===== config.mk =====
export PLATFORM = sky130hd
export DESIGN_NAME = core_run_ctrl_flat
export DESIGN_NICKNAME = d
export VERILOG_FILES = /design/src/rtl/core_run_ctrl_if.sv /design/src/rtl/core_run_ctrl.sv /design/src/flat_wrapper.sv
export SDC_FILE = /design/constraint.sdc
export NUM_CORES = 1
export LEC_CHECK = 0
export ABC_AREA = 1
export BUFFER_PORTS_ARGS = -buffer_cell sky130_fd_sc_hd__buf_4
export CAP_MARGIN = 20
export CORE_ASPECT_RATIO = 1.25
export CORE_UTILIZATION = 35
export CTS_BUF_LIST = sky130_fd_sc_hd__clkbuf_4 sky130_fd_sc_hd__clkbuf_8 sky130_fd_sc_hd__clkbuf_16
export DETAILED_ROUTE_END_ITERATION = 10
export GPL_ROUTABILITY_DRIVEN = 1
export HOLD_SLACK_MARGIN = 0.08
export SLEW_MARGIN = 20
export SYNTH_ARGS = -nofsm -noshare
export SYNTH_HDL_FRONTEND = slang
export SYNTH_SLANG_ARGS = --single-unit

===== constraint.sdc =====
create_clock -name clk -period 2 [get_ports clk]
set_clock_uncertainty 0.15 [all_clocks]
set_input_delay 0.4 -clock clk [delete_from_list [all_inputs] [get_ports clk]]
set_output_delay 0.4 -clock clk [all_outputs]
set_load 0.01 [all_outputs]

===== src/rtl/core_run_ctrl_if.sv =====
// Core-side bundle for core_run_ctrl: core observation inputs plus run control/status outputs.
// master = run controller, slave = core (or bench) side.
interface core_run_ctrl_if #(
   parameter int XLEN  = 32,
   parameter int CNT_W = 32
);
   logic [XLEN-1:0]  pc;
   logic             retire;
   logic             mem_we;
   logic [XLEN-1:0]  mem_addr;
   logic [XLEN-1:0]  mem_wdata;
   logic             core_rst_n;
   logic             core_en;
   logic [2:0]       state;
   logic             done;
   logic             pass;
   logic [XLEN-2:0]  exit_code;
   logic [CNT_W-1:0] cycle_count;
   logic [CNT_W-1:0] instret;

   modport master (
      input  pc, retire, mem_we, mem_addr, mem_wdata,
      output core_rst_n, core_en, state, done, pass, exit_code, cycle_count, instret
   );

   modport slave (
      output pc, retire, mem_we, mem_addr, mem_wdata,
      input  core_rst_n, core_en, state, done, pass, exit_code, cycle_count, instret
   );
endinterface


===== src/rtl/core_run_ctrl.sv =====
// Run controller: sequences core reset, counts RUN cycles/retires, ends on tohost store, PC halt or timeout.
// Latency: all outputs registered, terminal state one edge after the deciding cycle; no backpressure.
// CORE_RUN_CTRL_FREEZE_EN: when defined, core_en drops on entry to any terminal state.
module core_run_ctrl #(
   parameter int              XLEN         = 32,
   parameter int              CNT_W        = 32,
   parameter int              RESET_CYCLES = 3,
   parameter int              MAX_CYCLES   = 1000,
   parameter int              HALT_REPEAT  = 4,
   parameter logic [XLEN-1:0] TOHOST_ADDR  = 32'h0000_0100
) (
   input  logic            clk,
   input  logic            rst,
   core_run_ctrl_if.master bus
);
   typedef enum logic [2:0] {
      ST_HOLD    = 3'd0,
      ST_RUN     = 3'd1,
      ST_PASS    = 3'd2,
      ST_FAIL    = 3'd3,
      ST_HALT    = 3'd4,
      ST_TIMEOUT = 3'd5
   } state_e;

   // RESET_CYCLES of 0 behaves as 1
   localparam logic [31:0]      HOLD_LAST = (RESET_CYCLES <= 1) ? 32'd0 : 32'(RESET_CYCLES - 1);
   localparam logic [31:0]      HALT_LAST = (HALT_REPEAT <= 1) ? 32'd0 : 32'(HALT_REPEAT - 1);
   localparam logic [CNT_W-1:0] CYC_LAST  = CNT_W'(MAX_CYCLES - 1);
   localparam logic [XLEN-1:0]  DATA_ONE  = XLEN'(1);

   state_e           state_q, state_d;
   logic [31:0]      hold_cnt_q, hold_cnt_d;
   logic [31:0]      halt_cnt_q, halt_cnt_d;
   logic [XLEN-1:0]  pc_prev_q, pc_prev_d;
   logic             core_rst_n_q, core_rst_n_d;
   logic             core_en_q, core_en_d;
   logic             done_q, done_d;
   logic             pass_q, pass_d;
   logic [XLEN-2:0]  exit_code_q, exit_code_d;
   logic [CNT_W-1:0] cycle_count_q, cycle_count_d;
   logic [CNT_W-1:0] instret_q, instret_d;

   logic pc_eq;
   logic tohost;
   logic term;

   always_comb begin
      state_d       = state_q;
      hold_cnt_d    = hold_cnt_q;
      halt_cnt_d    = halt_cnt_q;
      pc_prev_d     = pc_prev_q;
      core_rst_n_d  = core_rst_n_q;
      core_en_d     = core_en_q;
      done_d        = done_q;
      pass_d        = pass_q;
      exit_code_d   = exit_code_q;
      cycle_count_d = cycle_count_q;
      instret_d     = instret_q;
      pc_eq         = (bus.pc == pc_prev_q);
      tohost        = bus.mem_we && (bus.mem_addr == TOHOST_ADDR);
      term          = 1'b0;

      case (state_q)
         ST_HOLD: begin
            hold_cnt_d = hold_cnt_q + 32'd1;
            if (hold_cnt_q == HOLD_LAST) begin
               state_d      = ST_RUN;
               core_rst_n_d = 1'b1;
               core_en_d    = 1'b1;
            end
         end
         ST_RUN: begin
            pc_prev_d     = bus.pc;
            halt_cnt_d    = pc_eq ? (halt_cnt_q + 32'd1) : 32'd0;
            cycle_count_d = (&cycle_count_q) ? cycle_count_q : (cycle_count_q + 1'b1);
            if (bus.retire && !(&instret_q))
               instret_d = instret_q + 1'b1;
            term = 1'b1;
            // Priority: tohost pass, tohost fail, PC halt, timeout
            if (tohost && (bus.mem_wdata == DATA_ONE)) begin
               state_d = ST_PASS;
               pass_d  = 1'b1;
            end else if (tohost) begin
               state_d     = ST_FAIL;
               exit_code_d = bus.mem_wdata[XLEN-1:1];
            end else if (pc_eq && (halt_cnt_q == HALT_LAST)) begin
               state_d = ST_HALT;
            end else if (cycle_count_q == CYC_LAST) begin
               state_d = ST_TIMEOUT;
            end else begin
               term = 1'b0;
            end
            if (term) begin
               done_d = 1'b1;
`ifdef CORE_RUN_CTRL_FREEZE_EN
               core_en_d = 1'b0;
`endif
            end
         end
         default: ;
      endcase
   end

   always_ff @(posedge clk or negedge rst) begin
      if (!rst) begin
         state_q       <= ST_HOLD;
         hold_cnt_q    <= '0;
         halt_cnt_q    <= '0;
         pc_prev_q     <= '0;
         core_rst_n_q  <= 1'b0;
         core_en_q     <= 1'b0;
         done_q        <= 1'b0;
         pass_q        <= 1'b0;
         exit_code_q   <= '0;
         cycle_count_q <= '0;
         instret_q     <= '0;
      end else begin
         state_q       <= state_d;
         hold_cnt_q    <= hold_cnt_d;
         halt_cnt_q    <= halt_cnt_d;
         pc_prev_q     <= pc_prev_d;
         core_rst_n_q  <= core_rst_n_d;
         core_en_q     <= core_en_d;
         done_q        <= done_d;
         pass_q        <= pass_d;
         exit_code_q   <= exit_code_d;
         cycle_count_q <= cycle_count_d;
         instret_q     <= instret_d;
      end
   end

   assign bus.state       = state_q;
   assign bus.core_rst_n  = core_rst_n_q;
   assign bus.core_en     = core_en_q;
   assign bus.done        = done_q;
   assign bus.pass        = pass_q;
   assign bus.exit_code   = exit_code_q;
   assign bus.cycle_count = cycle_count_q;
   assign bus.instret     = instret_q;
endmodule


===== src/flat_wrapper.sv =====
// flat-port wrapper written by rule: the top's interface ports become plain ports
module core_run_ctrl_flat 
#(
   parameter int              XLEN         = 32,
   parameter int              CNT_W        = 32,
   parameter int              RESET_CYCLES = 3,
   parameter int              MAX_CYCLES   = 1000,
   parameter int              HALT_REPEAT  = 4,
   parameter logic [XLEN-1:0] TOHOST_ADDR  = 32'h0000_0100
)
  (clk, rst, bus_pc, bus_retire, bus_mem_we, bus_mem_addr, bus_mem_wdata, bus_core_rst_n, bus_core_en, bus_state, bus_done, bus_pass, bus_exit_code, bus_cycle_count, bus_instret);
  core_run_ctrl_if #(.XLEN(XLEN), .CNT_W(CNT_W)) bus_i ();
  input  logic clk;
  input  logic rst;
  input wire logic [$bits(bus_i.pc)-1:0] bus_pc;
  input wire logic [$bits(bus_i.retire)-1:0] bus_retire;
  input wire logic [$bits(bus_i.mem_we)-1:0] bus_mem_we;
  input wire logic [$bits(bus_i.mem_addr)-1:0] bus_mem_addr;
  input wire logic [$bits(bus_i.mem_wdata)-1:0] bus_mem_wdata;
  output wire logic [$bits(bus_i.core_rst_n)-1:0] bus_core_rst_n;
  output wire logic [$bits(bus_i.core_en)-1:0] bus_core_en;
  output wire logic [$bits(bus_i.state)-1:0] bus_state;
  output wire logic [$bits(bus_i.done)-1:0] bus_done;
  output wire logic [$bits(bus_i.pass)-1:0] bus_pass;
  output wire logic [$bits(bus_i.exit_code)-1:0] bus_exit_code;
  output wire logic [$bits(bus_i.cycle_count)-1:0] bus_cycle_count;
  output wire logic [$bits(bus_i.instret)-1:0] bus_instret;
  assign bus_i.pc = bus_pc;
  assign bus_i.retire = bus_retire;
  assign bus_i.mem_we = bus_mem_we;
  assign bus_i.mem_addr = bus_mem_addr;
  assign bus_i.mem_wdata = bus_mem_wdata;
  assign bus_core_rst_n = bus_i.core_rst_n;
  assign bus_core_en = bus_i.core_en;
  assign bus_state = bus_i.state;
  assign bus_done = bus_i.done;
  assign bus_pass = bus_i.pass;
  assign bus_exit_code = bus_i.exit_code;
  assign bus_cycle_count = bus_i.cycle_count;
  assign bus_instret = bus_i.instret;
  core_run_ctrl #(.XLEN(XLEN), .CNT_W(CNT_W), .RESET_CYCLES(RESET_CYCLES), .MAX_CYCLES(MAX_CYCLES), .HALT_REPEAT(HALT_REPEAT), .TOHOST_ADDR(TOHOST_ADDR)) u_core (.clk(clk), .rst(rst), .bus(bus_i));
endmodule

==> results.ini <==
[run_status]
status = finished, violations left
violations = setup timing

[hold_path]
hold_depth = 3
hp-class = in -> reg

[critical_path]
crit_chain = nand2_1, inv_1, nand4_1, nor2_1, nand4_1, nand2_4, clkbuf_16, nor2_2, xor2_1
required_ns = 2.18
crit_family = simple AND/OR/NAND/NOR gates
cp_max_fo = 8
start_kind = flop
arrival_ns = 2.19
path_class = reg -> reg
cpPeakStageDelay_ns = 0.52
cp_num_buf_inv = 2
critPathCaptureType = flop
cp_slowest_cell = dfrtp_1
r2r_cells = 9
cp.depth = 9
crit_top_cell = nand4_1

[floorplanning]
core_area_um2 = 29400
die_y_um = 196
ios = 202
start_util = 0.359
dieArea_um2 = 30900
die_x_um = 157
rows = 70

[global_routing]
grt_remaining_overflow = 0
grt_pass1_wl_um = 47400
grt_max_degree = 68
first_global_vias = 10100
grtUsageTotal = 0.192
antenna_found_initial = 0

[logic_synthesis]
dominantRegCellSynth = dfrtp_1
mappedNetlistNets = 1465
synth-edff-count = 0
synthTopCellsByArea = dfrtp_1 (47%), nand2_1 (13%), xor2_1 (6.7%)
ys_seq_elements = 197
synthCells = 1360
synth_top_cell_area_share = 0.467
syn_area_per_cell_um2 = 7.76
synth-seq-area-share = 0.467
yosysTopAreaCell = dfrtp_1
yosysWarnings = 0
async_flop_share = 1.00
ys_types = 38
netlist_area_um2 = 10600

[layout]
area_growth_pct = 42.0
fin_cells = 2146
final_area_um2 = 15000
nets = 1842
drive_gt1_frac = 0.267
final_cell_mix = nand2_1 (359), buf_4 (322), dfrtp_1 (197)
fillerInstances = 2832
utilization = 0.509
final_common_cell = nand2_1
diodes = 0

[timing]
tightest_slew_ns = 0.460
postLayoutSetupSlackWorst_ns = -0.00125
setup_violations = 1
final_max_slew_viol_count = 0
period_needed_ns = 2.00
hold_viol = 0
slew_headroom = 0.691
rsz0062_at_grt = yes
post-route-period-util = 1.00
whs_ns = 0.0963
fmax_mhz = 500

[power_and_ir_drop]
peakVddDrop_mv = 0.476
power.leakage_nw = 7.60
power.density_nw_per_um2 = 525
p_total_w = 0.00787

[place]
hpwlAfterDp_um = 21400
port-buffer-count = 201
placed_cell_area_um2 = 13400
placed_cells = 2047
gp_congestion = 0.886

[clock_tree]
cts_sinks = 197
path_clk_slew_ns = 0.08
clock_latency_ns = 0.44
cts_tree = done
cts_root_buf = clkbuf_16
numCtsBuffers = 17
cts-htree-levels = 4
clk_path_buf_depth = 2

[routing]
routed_via_density = 4.73
num_vias = 10100
drt-pass1-iter-count = 5
drtIter0Drc = 392
ant_nets = 0
routedWlPerCell_um = 13.7
drt-total-wl_um = 29500
drc_errors = 0

[job]
drv_cap = 0

## cell families after synthesis
logic type               count (synthesis)  synth area share
adder cells (fa/ha/maj)                  5           0.00592
AND/OR/NAND/NOR                        767             0.320
flip-flops                             197             0.467
AO/OA/AOI/OAI                           67            0.0325
XOR/XNOR                               122             0.101
buffers and inverters                  202            0.0732
## registers in the layout (all words and copies together), names as in the netlist
signal	cells
u_core.halt_cnt_q	32
u_core.hold_cnt_q	32
u_core.bus.exit_code	31
u_core.bus.cycle_count	32
u_core.bus.state	3
u_core.bus.pass	1
u_core.bus.instret	32
u_core.bus.core_en	1
u_core.bus.done	1
u_core.pc_prev_q	32
## synth_stat cells (2+ instances only)
master	instances
nand2_2	6
dfrtp_1	197
inv_1	167
a21oi_1	10
nor2_2	10
nand2_1	368
nor2_1	164
ha_1	5
xor2_1	81
nor4_1	15
nor3b_1	3
clkbuf_1	16
nand4_1	58
nor3_1	54
nor3_2	2
o21ai_1	27
a31oi_1	2
nor2_4	6
buf_1	2
o21ai_0	26
inv_2	6
nand3_2	2
buf_2	8
and2_1	2
nand3_1	70
xnor2_1	41
## layout make-up
cell class,instances,area [um2],area share
tap,396,495,0.0330
clock inverter,15,163,0.0108
clock buffer,17,425,0.0284
timing repair buffer,385,3150,0.210
multi-input combinational,961,5160,0.344
sequential,197,4930,0.329
inverter,175,666,0.0444
## repair_timing
item | in CTS | in global routing
hold buffers | 49 | 0
endpoints found under the hold margin | 245 | 0
resized for setup | 4 | 84
buffers inserted | 2 | 12
pin swaps | 1 | 19
cloned | 0 | 5
setup endpoints to repair | 3 | 96
## layer usage
metal  share of wire  vias to the layer above  track usage
met3           0.042                       50       0.0342
li1                -                     5034            -
met4           0.026                        0       0.0741
met2            0.51                      228        0.339
met5               0                        -            0
met1            0.42                     4833        0.230
## power breakdown
part	switching, W	total (W)	internal (W)	leakage [nW]
registers	0.0000000000202	0.00398	0.00398	2.43
logic	0.000201	0.000440	0.000239	4.87
clock network	0.00168	0.00345	0.00178	0.287
## final timing paths
check                                                            start                                     end  slack, ns
max in group asynchronous                                          rst  u_core.bus.cycle_count[20]$_DFFE_PN0P_       0.81
worst min-delay path                                  bus_mem_wdata[4]     u_core.bus.exit_code[3]$_DFFE_PN0P_        0.1
worst max-delay path            u_core.bus.cycle_count[10]$_DFFE_PN0P_   u_core.bus.cycle_count[7]$_DFFE_PN0P_     -0.001
min in group asynchronous                                          rst     u_core.bus.exit_code[8]$_DFFE_PN0P_       0.25
worst min register to register     u_core.bus.exit_code[7]$_DFFE_PN0P_     u_core.bus.exit_code[7]$_DFFE_PN0P_       0.33
worst max register to register  u_core.bus.cycle_count[10]$_DFFE_PN0P_   u_core.bus.cycle_count[7]$_DFFE_PN0P_     -0.001
## worst register-to-register path: cells and delay by family, from the launching register on
| kind | cells | cell delay [ns] |
|---|---|---|
| flops | 1 | 0.52 |
| buf+inv | 2 | 0.30 |
| xor+xnor | 1 | 0.14 |
| simple gates | 6 | 0.78 |
## metrics by stage
step | setup TNS, ns | setup slack [ns]
final | -0.00125 | -0.00125
after detailed placement | -0.274 | -0.0868
after floorplan | 0 | 0.0838
after global routing | -1.59 | -0.0936
after CTS | 0 | 0.00307
after global placement | -0.0658 | -0.0395
Power figures use the tool's default switching activity.
